**config.mk**
```make
export PLATFORM = sky130hd
export DESIGN_NAME = cache_refill_ctrl
export DESIGN_NICKNAME = d
export VERILOG_FILES = /design/src/rtl/cache_refill_ctrl.sv
export SDC_FILE = /design/constraint.sdc
export NUM_CORES = 1
export LEC_CHECK = 0
export ABC_CLOCK_PERIOD_IN_PS = 6200
export CAP_MARGIN = 15
export CORE_MARGIN = 3
export CORE_UTILIZATION = 50
export DETAILED_ROUTE_END_ITERATION = 10
export MAX_ROUTING_LAYER = met4
export PLACE_DENSITY_LB_ADDON = 0.2
export SLEW_MARGIN = 20
export SYNTH_ARGS = -nofsm -noshare
export SYNTH_HDL_FRONTEND = slang
export SYNTH_SLANG_ARGS = --single-unit
```
**constraint.sdc**
```tcl
create_clock -name clk -period 6.2 [get_ports clk]
set_input_delay 0.62 -clock clk [delete_from_list [all_inputs] [get_ports clk]]
set_output_delay 0.62 -clock clk [all_outputs]
set_load 0.02 [all_outputs]
```
**src/rtl/cache_refill_ctrl.sv**
```systemverilog
// cache_refill_ctrl
//   Line-refill engine between the data cache and a word-wide synchronous RAM.
//   On a miss it writes back the evicted dirty line (one word per cycle), then
//   reads the missing line (one word per cycle, 1-cycle read latency), builds a
//   128-bit line and hands it to the cache with a one-cycle fetch_enable pulse.
//
// Ports
//   clk, rst      : clock, synchronous active-high reset
//   miss_req      : miss request, only looked at in IDLE
//   miss_addr     : byte address of the missing access (line = [31:4])
//   wb_valid      : evicted line is dirty, sampled together with miss_req
//   wb_addr       : evicted line address ([3:0] ignored)
//   wb_data       : evicted line, word k at [32k +: 32]
//   fetch_data    : refilled line (registered, held until the next refill)
//   fetch_enable  : fetch_data valid this cycle
//   busy          : pipeline stall
//   mem_addr      : word-aligned memory address
//   mem_wr_en     : memory write strobe
//   mem_wdata     : memory write data
//   mem_rdata     : memory read data, valid one cycle after mem_addr
module cache_refill_ctrl #(
  parameter int DATA_WIDTH = 32,
  parameter int BLOCK_SIZE = 4,
  parameter int ADDR_WIDTH = 32
) (
  input  logic                             clk,
  input  logic                             rst,
  input  logic                             miss_req,
  input  logic [ADDR_WIDTH-1:0]            miss_addr,
  input  logic                             wb_valid,
  input  logic [ADDR_WIDTH-1:0]            wb_addr,
  input  logic [DATA_WIDTH*BLOCK_SIZE-1:0] wb_data,
  output logic [DATA_WIDTH*BLOCK_SIZE-1:0] fetch_data,
  output logic                             fetch_enable,
  output logic                             busy,
  output logic [ADDR_WIDTH-1:0]            mem_addr,
  output logic                             mem_wr_en,
  output logic [DATA_WIDTH-1:0]            mem_wdata,
  input  logic [DATA_WIDTH-1:0]            mem_rdata
);

  localparam int LINE_W = DATA_WIDTH * BLOCK_SIZE;
  localparam int TAG_W  = ADDR_WIDTH - 4;

  typedef enum logic [1:0] {IDLE, WB, RD, DONE} state_t;

  state_t              state, state_nxt;
  logic [2:0]          cnt;
  logic [TAG_W-1:0]    miss_line;
  logic [TAG_W-1:0]    wb_line;
  logic [LINE_W-1:0]   wb_buf;
  logic [1:0]          rd_word;

  // Line offsets are not needed; both addresses are used line-aligned.
  logic unused_offsets;
  assign unused_offsets = ^{miss_addr[3:0], wb_addr[3:0]};

  // Read data arriving at cnt=c belongs to the address issued at cnt=c-1;
  // for cnt=4 the 2-bit wrap gives word 3.
  assign rd_word = cnt[1:0] - 2'd1;

  // State register
  always_ff @(posedge clk) begin
    if (rst) state <= IDLE;
    else     state <= state_nxt;
  end

  // Next-state logic
  always_comb begin
    state_nxt = state;
    case (state)
      IDLE: if (miss_req) state_nxt = wb_valid ? WB : RD;
      WB:   if (cnt == 3'd3) state_nxt = RD;
      RD:   if (cnt == 3'd4) state_nxt = DONE;
      DONE: state_nxt = IDLE;
      default: state_nxt = IDLE;
    endcase
  end

  // Word counter, request latches and line assembly
  always_ff @(posedge clk) begin
    if (rst) begin
      cnt        <= '0;
      fetch_data <= '0;
      miss_line  <= '0;
      wb_line    <= '0;
      wb_buf     <= '0;
    end else begin
      case (state)
        IDLE: if (miss_req) begin
          miss_line <= miss_addr[ADDR_WIDTH-1:4];
          wb_line   <= wb_addr[ADDR_WIDTH-1:4];
          wb_buf    <= wb_data;
          cnt       <= '0;
        end
        WB:   cnt <= (cnt == 3'd3) ? 3'd0 : cnt + 3'd1;
        RD: begin
          if (cnt != 3'd0) fetch_data[rd_word*DATA_WIDTH +: DATA_WIDTH] <= mem_rdata;
          cnt <= cnt + 3'd1;
        end
        DONE: cnt <= '0;
        default: cnt <= '0;
      endcase
    end
  end

  // Outputs. Everything is forced low while rst is high so that an abort
  // issues no further write on the reset edge and never raises fetch_enable.
  always_comb begin
    mem_addr     = '0;
    mem_wr_en    = 1'b0;
    mem_wdata    = '0;
    fetch_enable = 1'b0;
    busy         = 1'b0;
    if (!rst) begin
      case (state)
        IDLE: busy = miss_req;
        WB: begin
          busy      = 1'b1;
          mem_wr_en = 1'b1;
          mem_addr  = {wb_line, cnt[1:0], 2'b00};
          mem_wdata = wb_buf[cnt[1:0]*DATA_WIDTH +: DATA_WIDTH];
        end
        RD: begin
          busy = 1'b1;
          if (cnt <= 3'd3) mem_addr = {miss_line, cnt[1:0], 2'b00};
        end
        DONE: fetch_enable = 1'b1;
        default: ;
      endcase
    end
  end

endmodule

```
## After elaboration in Yosys (flattened, before gate mapping)

Index checks and enable logic that the tools add are counted.

- Eq/ne operators: 8
- $lt $le $gt $ge: 1
- Reductions and logical operators: 6
- Muxes and demuxes: 20
- Shift-type cells: 3
- Add/subtract/negate cells: 3

Operators with widths:

| kind | count |
|---|---|
| bitwise mux 128 bit | 1 |
| two-way mux 32 bit | 4 |
| variable shift 32 x 34 -> 128 bit (first input constant) | 1 |
| indexed part select 128 x 8 -> 32 bit | 1 |
| indexed part select 32 x 34 -> 128 bit | 1 |
| one-hot mux 32 bit (2 select lines) | 1 |
| negator 7 -> 34 bit | 1 |
| one-hot mux 3 bit (4 select lines) | 1 |
| two-way mux 2 bit | 4 |
| one-hot mux 2 bit (4 select lines) | 1 |
| two-way mux 3 bit | 2 |
| inequality test 2 bit (second input constant) | 3 |
| two-way mux 1 bit | 5 |
| equality test 2 bit (second input constant) | 2 |
| AND reduction 2 bit | 2 |
| adder 3 x 1 -> 3 bit (second input constant) | 1 |
| equality test 3 x 2 -> 1 bit (second input constant) | 1 |
| equality test 3 bit (second input constant) | 1 |
| less-or-equal comparator 3 x 2 -> 1 bit (second input constant) | 1 |
| AND reduction 3 bit | 1 |
| nonzero test 3 bit | 1 |
| equality test 2 x 1 -> 1 bit (second input constant) | 1 |
| logical NOT 2 bit | 1 |
| one-hot mux 1 bit (2 select lines) | 1 |
| 2 further kinds | 2 |

- Bits of input ports: 228
- Register bits: 317
- Word-level logic and storage cells: 47

## Depth between registers and ports, before layout

- Word-level depth: 4
- Gate-level depth with buffers: 10

## Worst setup path before layout

Ideal clock, no wire load.

- Kind: flip-flop to output port
- Start: register state[0]
- End: output port mem_addr[10]
- Cell stages (with the launch flop): 8
- Data arrival time: 1,878 ps
- Path buffers: 2
- Slack: 3,702 ps
- Cells stage by stage: dfxtp_1 > inv_1 > ha_1 > nor2b_1 > buf_2 > buf_2 > nand2_1 > o21ai_0

- Longest elaborated chain between the ends: 3

Ends and longest elaborated chain:

| element | RTL line | text |
|---|---|---|
| start, declared | 47 | `state_t state, state_nxt;` |
| start signal, assigned | 65 | `else state <= state_nxt;` |
| equality test 2 bit or equality test 2 x 1 -> 1 bit (tied branches) | 116 | `case (state)` |
| one-hot mux 32 bit (2 select lines) * | 116 |  |
| two-way mux 32 bit * | 115 | `if (!rst) begin` |
| end, declared | 36 | `output logic [ADDR_WIDTH-1:0] mem_addr,` |

Every way passes the cells marked *; elsewhere a longest branch is shown, timed or not.

## Worst setup path in the final report

- Start: register cnt[1]
- End: output port mem_addr[3]

- Longest elaborated chain between the ends: 4

Ends and longest elaborated chain:

| element | RTL line | text |
|---|---|---|
| start, declared | 48 | `logic [2:0] cnt;` |
| start signal, assigned | 96 | `WB: cnt <= (cnt == 3'd3) ? 3'd0 : cnt + 3'd1;` |
| start signal, assigned | 99 | `cnt <= cnt + 3'd1;` |
| less-or-equal comparator 3 x 2 -> 1 bit | 126 | `if (cnt <= 3'd3) mem_addr = {miss_line, cnt[1:0], 2'b00};` |
| two-way mux 32 bit | 126 |  |
| one-hot mux 32 bit (2 select lines) * | 116 |  |
| two-way mux 32 bit * | 115 |  |

Marks and branches as above.

==> impl_metrics.csv <==
group,metric,value,unit
timing,hold_violations,0,
timing,rsz0062_at_grt,"false",
worst_setup_path,cp-start-kind,"register",
pwr,cellPowerDensity,313.1,nW/um^2
routing,via_per_inst,5.711,
worst_setup_path,cp-end-kind,"output pin",
timing,final_max_slew_viol_count,0,
timing,fin_crit_sh,0.6747,
worst_setup_path,worstPathArrival,3.56,ns
timing,relSlewSlack,0.2892,
timing,fin_tns_setup,0,ns
run_status,status,"completed",
cells_and_area,drive_gt1_frac,0.06202,
synth,synth_xor_area_frac,0,
die,dieHeight,168.6,microns
die,die_area,28410,sq um
die,rows,58,
clocking,ctsHtreeMaxLevel,2,
die,die_x,168.6,microns
clocking,cts_buffers,35,
global_route,grt_usage,0.2911,
worst_setup_path,worstPathRequired,5.58,ns
global_route,grt_max_degree,136,
worst_setup_path,worstSetupPathType,"reg -> out",
die,design.core.area,25540,sq um
synth,synth_compound_area_frac,0.1713,
timing,fin_crit,4.183,ns
cells_and_area,area_growth,39.80,%
global_route,grt_pass1_wl,65960,microns
pwr,leakagePower,6.279,nW
clocking,insertion_delay,0.50,ns
synth,ys_warn_count,0,
timing,tightestPinTransition,1.064,ns
timing,setup_violations,0,
routing,wire_per_inst,18.47,microns
synth,ys_seq_elements,317,
synth,syn_inst,1640,
clocking,cts_resized,0,
global_route,gr-total-overflow,0,
clocking,cts-root-buf,"clkbuf_16",
die,initial_core_util,0.5173,
timing,fin_skew,0.01666,ns
clocking,hold_buffers,0,
routing,vias,13150,
clocking,path_clk_slew,0.06,ns
synth,synth_top_family_by_area,"simple AND/OR/NAND/NOR gates",
clocking,clkSinkCount,317,
synth,avgSynthCellArea,8.057,sq um
clocking,tritoncts,"done",
synth,synth_simple_gate_area_frac,0.2220,
clocking,cts_setup_buffers,0,
routing,antenna_left,0,
routing,drt_iter0_markers,1513,
worst_hold_path,hold_path.class,"reg -> reg",
synth,synth_area,13210,sq um
worst_hold_path,hold_path_depth,2,
pwr,vdd_drop_max,252.2,uV
cells_and_area,layout.nets,2186,
die,io_pins,423,
clocking,cts_buffer_depth,3,
job,maxCapViolations,0,
placement,gp_congestion,0.8625,
synth,synth.mux.area_fraction,0.05691,
global_route,grt_pass1_vias,12490,
synth,yosys.area_share.adder,0.01231,
cells_and_area,final_core_util,0.7232,
placement,place_hpwl,27390,microns
placement,portBuffers,412,
routing,wirelength,42530,microns
routing,drc,0,
synth,ys_types,34,
routing,drtPass1Iterations,5,
worst_setup_path,rr_worst_depth,6,
synth,yosysSeqAreaShare,0.4803,
timing,fmax,239.1,MHz
global_route,antenna_found_initial,6,
worst_setup_path,worstPathMaxFanout,37,
## cell usage in the layout (no fill, tap or decap), types with 3 or more instances in the layout
cell / instances
a211oi_1: 3
clkdlybuf4s50_1: 411
a21oi_1: 316
and2_1: 4
nor2_1: 4
o21ai_0: 124
clkbuf_16: 37
nand3_1: 62
inv_1: 8
nor2b_1: 36
dfxtp_1: 315
clkbuf_1: 4
mux4_2: 32
nand2b_1: 4
nand4_1: 95
ha_1: 13
buf_4: 17
nand2_1: 433
clkbuf_8: 13
diode_2: 6
## stage by stage
step                      hold slack (ns)  total power [mW]  setup WS [ns]  area (sq um)  cells
after floorplan                    0.4331             3.271          3.702         13220   1641
after global placement             0.4370             3.635          2.397         17220   2237
after detailed placement           0.4433             3.670          2.424         17230   2237
after CTS                          0.4512             5.794          1.884         18430   2296
after global routing               0.4661             6.056          1.895         18470   2303
final                              0.4484             5.783          2.017         18470   2303
## logic make-up (layout without fill, tap and decap cells)
family,Yosys count,count (layout)
adders and majority gates,13,13
buffers and inverters,173,499
DFF,317,317
muxes,35,35
other,1,8
and+or+nand+nor,653,653
AOI/OAI and AO/OA,448,448
## cell type report
cell class	instances	area, sq um
Clock inverter	5	78.83
Tap cell	330	412.9
Clock buffer	54	1120
Multi-Input combinational cell	1151	6173
Inverter	8	30.03
Timing Repair Buffer	432	4294
Antenna cell	6	15.01
Sequential cell	317	6349
Fill cell	2052	7072
## worst paths after layout
path | from | to | slack (ns)
worst min register to register | fetch_data[124]$_SDFFE_PP0P_ | fetch_data[124]$_SDFFE_PP0P_ | 0.45
worst max-delay path | cnt[1]$_SDFFE_PP0P_ | mem_addr[3] | 2.02
worst min-delay path | fetch_data[124]$_SDFFE_PP0P_ | fetch_data[124]$_SDFFE_PP0P_ | 0.45
worst max register to register | cnt[1]$_SDFFE_PP0P_ | fetch_data[69]$_SDFFE_PP0P_ | 2.79
## critical path: stages, from the launching register on
cell and delay (ns):
dfxtp_2 1.02, ha_1 0.42, ha_1 0.26, o21ai_4 0.22
a211oi_1 0.39, clkdlybuf4s50_1 0.74
## synthesized netlist by cell type (all sizes together)
master   instances  area share
a211o            1     0.00066
a211oi           3      0.0017
a21oi          316        0.12
and2             5      0.0024
and3             2     0.00095
buf             67       0.027
clkbuf          98       0.028
conb             1     0.00028
dfxtp          317        0.48
ha              13       0.012
inv              8      0.0023
mux2             1     0.00085
mux2i            2      0.0015
mux4            32       0.055
nand2          436        0.12
nand2b           5      0.0024
nand3           62       0.023
nand4           95       0.045
nor2             4      0.0011
nor2b           38       0.018
nor3             2      0.0011
nor3b            2      0.0024
nor4bb           1     0.00076
o2111ai          2      0.0013
o211ai           1     0.00057
o21ai          125       0.047
or3              1     0.00047
## sequential cells by signal (all words and copies together), names as in the netlist
signal / cells
cnt: 3
fetch_data: 128
miss_line: 28
state: 2
wb_buf: 128
wb_line: 28
## layer usage
metal,vias to the layer above,routed length (microns),track usage
met2,569,20880,0.4889
met4,0,1493,0.1074
li1,6241,-,-
met3,90,3506,0.06235
met1,6253,16650,0.3461
met5,-,0,-
## power breakdown
| part | internal [mW] | switching, mW |
|---|---|---|
| Sequential | 2.26 | 0.113 |
| Combinational | 0.470 | 0.808 |
| Clock | 1.32 | 0.813 |
| Total | 4.05 | 1.73 |
Power figures use the tool's default switching activity.
